`src/rtl/frame_ram_pkg.sv`:
```
`default_nettype none
// ============================================================================
//  Module   : frame_ram_pkg
//  Purpose  : Shared types and helpers for the frame RAM access path.
//             Provides the scheduler state encoding, the pixel counter width
//             of the default 640-pixel frame, and the address-width check
//             used by the scheduler, the VGA controller and the UART
//             controller.
//  Ports    : none (package)
//  Revision : 1.0 - initial release
// ============================================================================
package frame_ram_pkg;

   typedef enum logic [1:0] {
      IDLE  = 2'd0,
      WRITE = 2'd1,
      DONE  = 2'd2
   } sched_state_t;

   localparam int FRAME_WIDTH = 640;
   localparam int PIX_CNT_W   = $clog2(FRAME_WIDTH);

   // True when an addr_w-bit address can reach every word of a
   // width x height frame.
   function automatic bit addr_w_fits(input int unsigned width,
                                      input int unsigned height,
                                      input int unsigned addr_w);
      logic [63:0] words;
      logic [63:0] span;
      words = 64'(width) * 64'(height);
      span  = 64'(1) << addr_w;
      return span >= words;
   endfunction

endpackage
`default_nettype wire

```
`src/rtl/frame_rd_valid_pipe.sv`:
```
`default_nettype none
// ============================================================================
//  Module   : frame_rd_valid_pipe
//  Purpose  : RD_LAT-deep shift register that delays the read request so the
//             valid flag lines up with the RAM's registered output. A
//             synchronous active-low clear empties every stage.
//  Ports    : clk_sys   - system clock
//             rst_n     - synchronous clear, active-low
//             in_valid  - read request entering the pipe
//             out_valid - request delayed by RD_LAT cycles
//  Revision : 1.0 - initial release
// ============================================================================
module frame_rd_valid_pipe #(
   parameter int RD_LAT = 2
) (
   input  logic clk_sys,
   input  logic rst_n,
   input  logic in_valid,
   output logic out_valid
);

   logic [RD_LAT-1:0] shift_q;
   logic [RD_LAT-1:0] shift_d;

   generate
      if (RD_LAT == 1) begin : g_single
         assign shift_d = in_valid;
      end else begin : g_chain
         assign shift_d = {shift_q[RD_LAT-2:0], in_valid};
      end
   endgenerate

   always_ff @(posedge clk_sys) begin
      if (!rst_n) begin
         shift_q <= '0;
      end else begin
         shift_q <= shift_d;
      end
   end

   assign out_valid = shift_q[RD_LAT-1];

endmodule
`default_nettype wire

```
`src/rtl/frame_ram_scheduler.sv`:
```
`default_nettype none
// ============================================================================
//  Module   : frame_ram_scheduler
//  Purpose  : Owns the single port of the frame RAM. VGA reads always win the
//             port; a received UART row is buffered and written one pixel per
//             free cycle.
//  Ports    : clk_sys, rst_n          - clock, synchronous active-low reset
//             row_load/row_idx/row_data - row delivered by the UART path
//             row_busy/row_done        - row write in progress / committed
//             row_drop/row_err         - load ignored (busy) / bad row index
//             rd_req/rd_addr           - VGA pixel fetch
//             rd_valid/rd_data         - fetched pixel, RD_LAT cycles later
//             ram_addr/ram_data/ram_wren/ram_q - frame RAM port
//  Revision : 1.0 - initial release
// ============================================================================
module frame_ram_scheduler
   import frame_ram_pkg::*;
#(
   parameter int WIDTH  = 640,
   parameter int HEIGHT = 480,
   parameter int PIX_W  = 3,
   parameter int ADDR_W = 19,
   parameter int RD_LAT = 2
) (
   input  logic                     clk_sys,
   input  logic                     rst_n,
   input  logic                     row_load,
   input  logic [8:0]               row_idx,
   input  logic [PIX_W*WIDTH-1:0]   row_data,
   output logic                     row_busy,
   output logic                     row_done,
   output logic                     row_drop,
   output logic                     row_err,
   input  logic                     rd_req,
   input  logic [ADDR_W-1:0]        rd_addr,
   output logic                     rd_valid,
   output logic [PIX_W-1:0]         rd_data,
   output logic [ADDR_W-1:0]        ram_addr,
   output logic [PIX_W-1:0]         ram_data,
   output logic                     ram_wren,
   input  logic [PIX_W-1:0]         ram_q
);

   localparam int               COL_W    = (WIDTH > 1) ? $clog2(WIDTH) : 1;
   localparam logic [COL_W-1:0] LAST_COL = COL_W'(WIDTH - 1);

   generate
      if (!addr_w_fits(WIDTH, HEIGHT, ADDR_W)) begin : g_addr_w_check
         $error("frame_ram_scheduler: ADDR_W cannot address WIDTH*HEIGHT words");
      end
   endgenerate

   sched_state_t                state_q, state_d;
   logic [COL_W-1:0]            col_q, col_d;
   logic [ADDR_W-1:0]           base_q, base_d;
   logic [WIDTH-1:0][PIX_W-1:0] buf_q, buf_d;
   logic                        busy_q, busy_d;
   logic                        done_q, done_d;
   logic                        drop_q, drop_d;
   logic                        err_q, err_d;
   logic                        row_ok;
   logic                        wr_go;

   assign row_ok = ({23'd0, row_idx} < 32'(HEIGHT));

   // A pixel goes out only when the VGA side leaves the port free. Writes
   // are also held off while reset is asserted so an abandoned row never
   // commits a pixel in the reset cycle itself.
   assign wr_go = rst_n && (state_q == WRITE) && !rd_req;

   always_comb begin
      state_d = state_q;
      col_d   = col_q;
      base_d  = base_q;
      buf_d   = buf_q;
      done_d  = 1'b0;
      drop_d  = 1'b0;
      err_d   = 1'b0;
      case (state_q)
         IDLE: begin
            if (row_load) begin
               if (row_ok) begin
                  buf_d   = row_data;
                  base_d  = ADDR_W'(row_idx) * ADDR_W'(WIDTH);
                  col_d   = '0;
                  state_d = WRITE;
               end else begin
                  err_d = 1'b1;
               end
            end
         end
         WRITE: begin
            drop_d = row_load;
            if (wr_go) begin
               if (col_q == LAST_COL) begin
                  col_d   = '0;
                  state_d = DONE;
               end else begin
                  col_d = col_q + 1'b1;
               end
            end
         end
         DONE: begin
            drop_d  = row_load;
            state_d = IDLE;
         end
         default: begin
            state_d = IDLE;
         end
      endcase
      busy_d = (state_d != IDLE);
      done_d = (state_d == DONE);
   end

   always_ff @(posedge clk_sys) begin
      if (!rst_n) begin
         state_q <= IDLE;
         col_q   <= '0;
         busy_q  <= 1'b0;
         done_q  <= 1'b0;
         drop_q  <= 1'b0;
         err_q   <= 1'b0;
      end else begin
         state_q <= state_d;
         col_q   <= col_d;
         busy_q  <= busy_d;
         done_q  <= done_d;
         drop_q  <= drop_d;
         err_q   <= err_d;
      end
   end

   // Row buffer and base address carry no reset: a reset leaves the last
   // accepted row in place, it is simply never written again.
   always_ff @(posedge clk_sys) begin
      if (rst_n) begin
         base_q <= base_d;
         buf_q  <= buf_d;
      end
   end

   frame_rd_valid_pipe #(
      .RD_LAT (RD_LAT)
   ) u_rd_valid_pipe (
      .clk_sys   (clk_sys),
      .rst_n     (rst_n),
      .in_valid  (rd_req),
      .out_valid (rd_valid)
   );

   assign ram_wren = wr_go;
   assign ram_addr = wr_go ? (base_q + ADDR_W'(col_q)) : rd_addr;
   assign ram_data = buf_q[col_q];
   assign rd_data  = ram_q;

   assign row_busy = busy_q;
   assign row_done = done_q;
   assign row_drop = drop_q;
   assign row_err  = err_q;

endmodule
`default_nettype wire
```
`config.mk`:
```
export PLATFORM = sky130hd
export DESIGN_NAME = frame_ram_scheduler
export DESIGN_NICKNAME = d
export VERILOG_FILES = /design/src/rtl/frame_ram_pkg.sv /design/src/rtl/frame_rd_valid_pipe.sv /design/src/rtl/frame_ram_scheduler.sv
export SDC_FILE = /design/constraint.sdc
export NUM_CORES = 2
export LEC_CHECK = 0
export BUFFER_PORTS_ARGS = -buffer_cell sky130_fd_sc_hd__clkbuf_2
export CAP_MARGIN = 20
export CORE_AREA = 2 2 773 775
export DETAILED_ROUTE_END_ITERATION = 10
export DIE_AREA = 0 0 775 777
export HOLD_SLACK_MARGIN = 0.03
export SETUP_SLACK_MARGIN = 0.5
export SYNTH_ARGS = -nofsm -noshare
export SYNTH_HDL_FRONTEND = slang
export SYNTH_SLANG_ARGS = --single-unit
```
`constraint.sdc`:
```
create_clock -name clk_sys -period 96.7 [get_ports clk_sys]
set_input_delay 14.505 -clock clk_sys [delete_from_list [all_inputs] [get_ports clk_sys]]
set_output_delay 14.505 -clock clk_sys [all_outputs]
set_load 0.01 [all_outputs]
```
Word-level counts from Yosys, hierarchy flattened
Index checks and enable logic that the tools add are counted.

Register bits: 1950. Logic and storage cells: 685.

$add $sub $neg: 2. Multipliers: 1. $lt $le $gt $ge: 2. Equal/unequal tests: 7. Multiplexer cells: 14. Reduce and logical (&&, ||, !) cells: 11.

Operator list (count): 2-to-1 mux 10 bit (4); binary-select mux 3 bit (select 10 bit) (1); one-hot mux 10 bit (2 select lines) (1); adder 19 x 10 -> 19 bit (1); 2-to-1 mux 19 bit (1); multiplier 9 x 3 -> 12 bit (second input constant) (1); < comparator 10 x 11 -> 1 bit (second input constant) (1); adder 10 x 1 -> 10 bit (second input constant) (1); equality test 10 bit (second input constant) (1); < comparator 9 bit (second input constant) (1); 2-to-1 mux 2 bit (4); AND reduction 4 bit (2); inequality test 2 bit (second input constant) (3); equality test 2 bit (second input constant) (2); one-hot mux 2 bit (2 select lines) (1); nonzero test 2 bit (2); 2-to-1 mux 3 bit (1); AND reduction 3 bit (1); equality test 2 x 1 -> 1 bit (second input constant) (1); logical AND 1 bit (2); zero test 2 bit (1); AND reduction 2 bit (1); OR reduction 2 bit (1); zero test 1 bit (1); 2-to-1 mux 1 bit (1).

Longest topological paths before layout
Depth in word-level cells: 6. Depth in mapped cells: 13. Gate-level depth less buffers: 11.

Hierarchy
From an unflattened synthesis, not the netlist that was laid out.

Cell total of the unflattened synthesis: 3411. Area, all modules: 75328.5 um2.

By module, submodules not included: frame_ram_scheduler (instances 1, cells each 3407, area each 75275.9 um2, seq. area each 58335.9 um2); frame_rd_valid_pipe (instances 1, cells each 4, area each 52.6 um2, seq. area each 40.0 um2).

Worst setup path before layout
Ideal clock, no wire load.

Path type: input to register. Start point: input port rst_n. End point: register base_q[10], enable pin. Library setup time: 4.296 ns. Arrival time: 94.716 ns. Path slack: -2.312 ns. Cell stages on the path: 3. Path buffers: 1. Cells stage by stage: clkbuf_1 -> inv_1 -> nor2_1.

Longest elaborated chain between the ends: 1.

Ends and longest elaborated chain: start, declared (line frame_ram_scheduler.sv:26) `input logic rst_n,`; AND reduction 4 bit (no source line); end signal, assigned (line frame_ram_scheduler.sv:137) `base_q <= base_d;`; end, declared (line frame_ram_scheduler.sv:55) `logic [ADDR_W-1:0] base_q, base_d;`.

No other way between the ends. A chain may end at the register's enable or synchronous reset.

Worst setup path in the final report
Start point: input port rst_n. End point: output port ram_addr[1].

Longest elaborated chain between the ends: 3.

Ends and longest elaborated chain: logical AND 1 bit (2 in a row) (line frame_ram_scheduler.sv:69) `assign wr_go = rst_n && (state_q == WRITE) && !rd_req;`; 2-to-1 mux 19 bit (line frame_ram_scheduler.sv:152) `assign ram_addr = wr_go ? (base_q + ADDR_W'(col_q)) : rd_addr;`; end, declared (line frame_ram_scheduler.sv:38) `output logic [ADDR_W-1:0] ram_addr,`.

No other way between the ends.

==> metrics.txt <==
Skew-Pair Late Insertion Delay approximately 0.92 ns; most frequent cells in the layout 1979 x clkbuf_2, 1932 x edfxtp_1, 434 x mux4_2; minimum clock period slightly above 30 ns; initial antenna violation count 151; area of the multi-input gates 0.01598 mm²; CTS Root Cell clkbuf_16; die width a little under 800 µm; DR WL/cell around 28 µm; startpoint class of the critical path primary input; fmax roughly 0.033 GHz; Worst-path clk slew approximately 0.06 ns; worst endpoint required time approximately 82 ns; Fin Clk Skew 0.1103 ns; P&R area growth vs syn 35.71%; CTS tree built; routability cong. 0.8564; largest net degree at the start of global routing 187; Yosys warning total 0; number of global-route vias before repair about 46000; Max H-tree Level 4; unrepaired setup endpoints after global routing false; grt total ovfl 0; register area share after synthesis between 70% and 80%; Die Ht 777 µm; setup TNS 0 ns; Sink Count about 2000; Mapped Nets roughly 5400; layout cells sized above 1 50.69%; period utilization 31.69%; full die area approximately 0.6 mm²; CP Depth 7; Synth cell types 63; #FFs+latches synth between 1500 and 2000; DRT Pass-1 Iters 7; fin nets roughly 7600; initial cell density of the core roughly an eighth; hpwl dp roughly 310 mm; peak per-stage delay on the critical path ~0.75 ns; Vias/cell roughly 3.3; status complete, but fails checks; Post-Synthesis Cell Area between 0.07 and 0.08 mm²; FFs w/ async S/R, synth 0%; FF/Latch Area a little under 0.06 mm²; Reg2Reg Depth 10; buffers added on ports ~2000; CP Cell Sequence clkbuf_2 > nand2_1 > or2_2 > inv_1 > nand2_1 > nand2_1 > clkbuf_2; max_slew headroom -6.088%; GRT Resource Usage Total a little under an eighth; initial DRC count 3690; violated checks capacitance limit, slew limit; Crit. End Element output port; number of fill cells about 64000; routed wire length approximately 380 mm; Mapped Cells between 3000 and 4000; setup slack, reg-to-reg about 90 ns; Worst-Margin Slew roughly 1.6 ns; crit-path max FO 38; Post-CTS Setup Inserts 0; commonest non-fill, non-tap cell in the layout clkbuf_2; WHS between 0.4 and 0.5 ns; IO Pins a little under 2000; via count 44798; total CTS buffers 214; antenna-violating nets left 0; hold-critical path depth 1; Most common cell on crit path nand2_1; WP data arrival 16.14 ns; Final Max Slew Viols 3; P per Cell Area 18.96 mW/mm²; max-cap violations 1; final hold vios 0; type of the most critical hold path flop to flop; Leak 34.67 nW; Peak VDD IR about 0.000018 V; endpoints failing setup 0; PostCTS Resize Cnt 0; first-pass GRT wire length roughly 470 mm; CP delay by family, top simple AND/OR/NAND/NOR gates; cts-stage hold buffer count 0; Max Root-Sink Buffers 4; Synth Area per Inst 21.87 µm²; ys flop type edfxtp_1; floorplan core area just under 0.6 mm²; Setup CP Type primary input to output port; Post-synth EDFFs approximately 1900; Site Rows approximately 280; DRC Markers 0; Slowest-stage cell, CP or2_2; Buf/Inv on CP 3
[logic make-up (layout without fill, tap and decap cells)]
| logic type | after synthesis | count (layout) | synth area share (%) |
|---|---|---|---|
| mux | 562 | 562 | 14.79 |
| compound gates | 368 | 368 | 3.355 |
| fa+ha+maj | 22 | 22 | 0.3847 |
| other cells | 0 | 60 | 0 |
| xor+xnor | 23 | 23 | 0.2670 |
| buf+inv | 212 | 2538 | 1.822 |
| simple gates | 313 | 313 | 2.021 |
| flops | 1950 | 1950 | 77.36 |
[cell usage after synthesis (10+ instances only)]
| master | instances | area share [%] |
|---|---|---|
| mux4_2 | 434 | 13 |
| a211oi_1 | 11 | 0.11 |
| nor2_1 | 56 | 0.28 |
| buf_8 | 15 | 0.30 |
| o221ai_1 | 30 | 0.35 |
| a22o_1 | 29 | 0.34 |
| inv_1 | 22 | 0.11 |
| xnor2_1 | 14 | 0.16 |
| nand4_1 | 13 | 0.11 |
| buf_2 | 38 | 0.25 |
| ha_1 | 20 | 0.33 |
| mux2i_1 | 119 | 1.6 |
| buf_4 | 26 | 0.26 |
| clkbuf_1 | 67 | 0.33 |
| nor3_1 | 22 | 0.15 |
| nand3_1 | 39 | 0.26 |
| a21oi_1 | 65 | 0.43 |
| nand2_1 | 106 | 0.53 |
| buf_6 | 31 | 0.46 |
| o21ai_0 | 57 | 0.38 |
| nor2b_1 | 18 | 0.15 |
| o22ai_1 | 32 | 0.27 |
| and2_1 | 10 | 0.083 |
| a22oi_1 | 90 | 0.90 |
| edfxtp_1 | 1932 | 77 |
| dfxtp_1 | 18 | 0.48 |
[flip-flops by register name, summed over array words and instances (netlist names)]
name	flops
state_q	2
row_err	1
row_done	1
base_q	12
row_busy	1
row_drop	1
u_rd_valid_pipe.shift_q	2
buf_q	1920
col_q	10
[metal layers]
| metal | track usage (%) | part of all wire, % | up-vias |
|---|---|---|---|
| li1 | - | - | 19035 |
| met5 | 0 | 0.072 | - |
| met2 | 21.73 | 52 | 2437 |
| met4 | 2.765 | 2.6 | 42 |
| met1 | 13.94 | 38 | 22828 |
| met3 | 2.953 | 7.7 | 456 |
[worst reg2reg max path, cell delays in order (launching register included)]
cell     delay, ns
dfxtp_1       0.29
inv_1         0.08
ha_1          0.32
nand3_1       0.24
nor2_4        0.53
buf_4         0.81
buf_4         0.74
buf_4         0.73
buf_4         0.77
buf_4         0.87
buf_4         0.96
[power by group]
group	switching (mW)	internal [mW]	total (mW)
Clock	0.353	0.457	0.810
Sequential	0.0134	0.980	0.993
Combinational	0.0770	0.0610	0.138
Total	0.444	1.50	1.94
[per-stage QoR]
stage / instances / instance area [µm²] / worst slack [ns] / power, mW / utilization, %
after global placement: 13215 / 95300 / 65.95 / 1.152 / 16.07
after floorplan: 3450 / 75460 / 30.55 / 1.151 / -
final: 13673 / 102400 / 66.05 / 1.942 / 17.27
after detailed placement: 13221 / 95370 / 65.92 / 1.155 / 16.08
after global routing: 13629 / 102300 / 65.81 / 2.008 / 17.25
after CTS: 13612 / 102200 / 65.91 / 1.972 / 17.24
[layout make-up]
cell class,instances,share of cell area [%]
inverter,25,0.1075
clock buffer,254,5.418
sequential,1950,57.04
timing repair buffer,2122,10.84
tap,7837,9.576
antenna,60,0.1466
clock inverter,137,1.273
multi-input combinational,1288,15.60
[final timing paths]
path	startpoint	to
setup reg to reg	state_q[1]$_SDFF_PN0_	buf_q[976]$_DFFE_PP_
hold / removal	u_rd_valid_pipe.shift_q[0]$_SDFF_PN0_	u_rd_valid_pipe.shift_q[1]$_SDFF_PN0_
hold reg to reg	u_rd_valid_pipe.shift_q[0]$_SDFF_PN0_	u_rd_valid_pipe.shift_q[1]$_SDFF_PN0_
setup / recovery	rst_n	ram_addr[1]
Note: power is estimated with default switching activity, not from simulation.
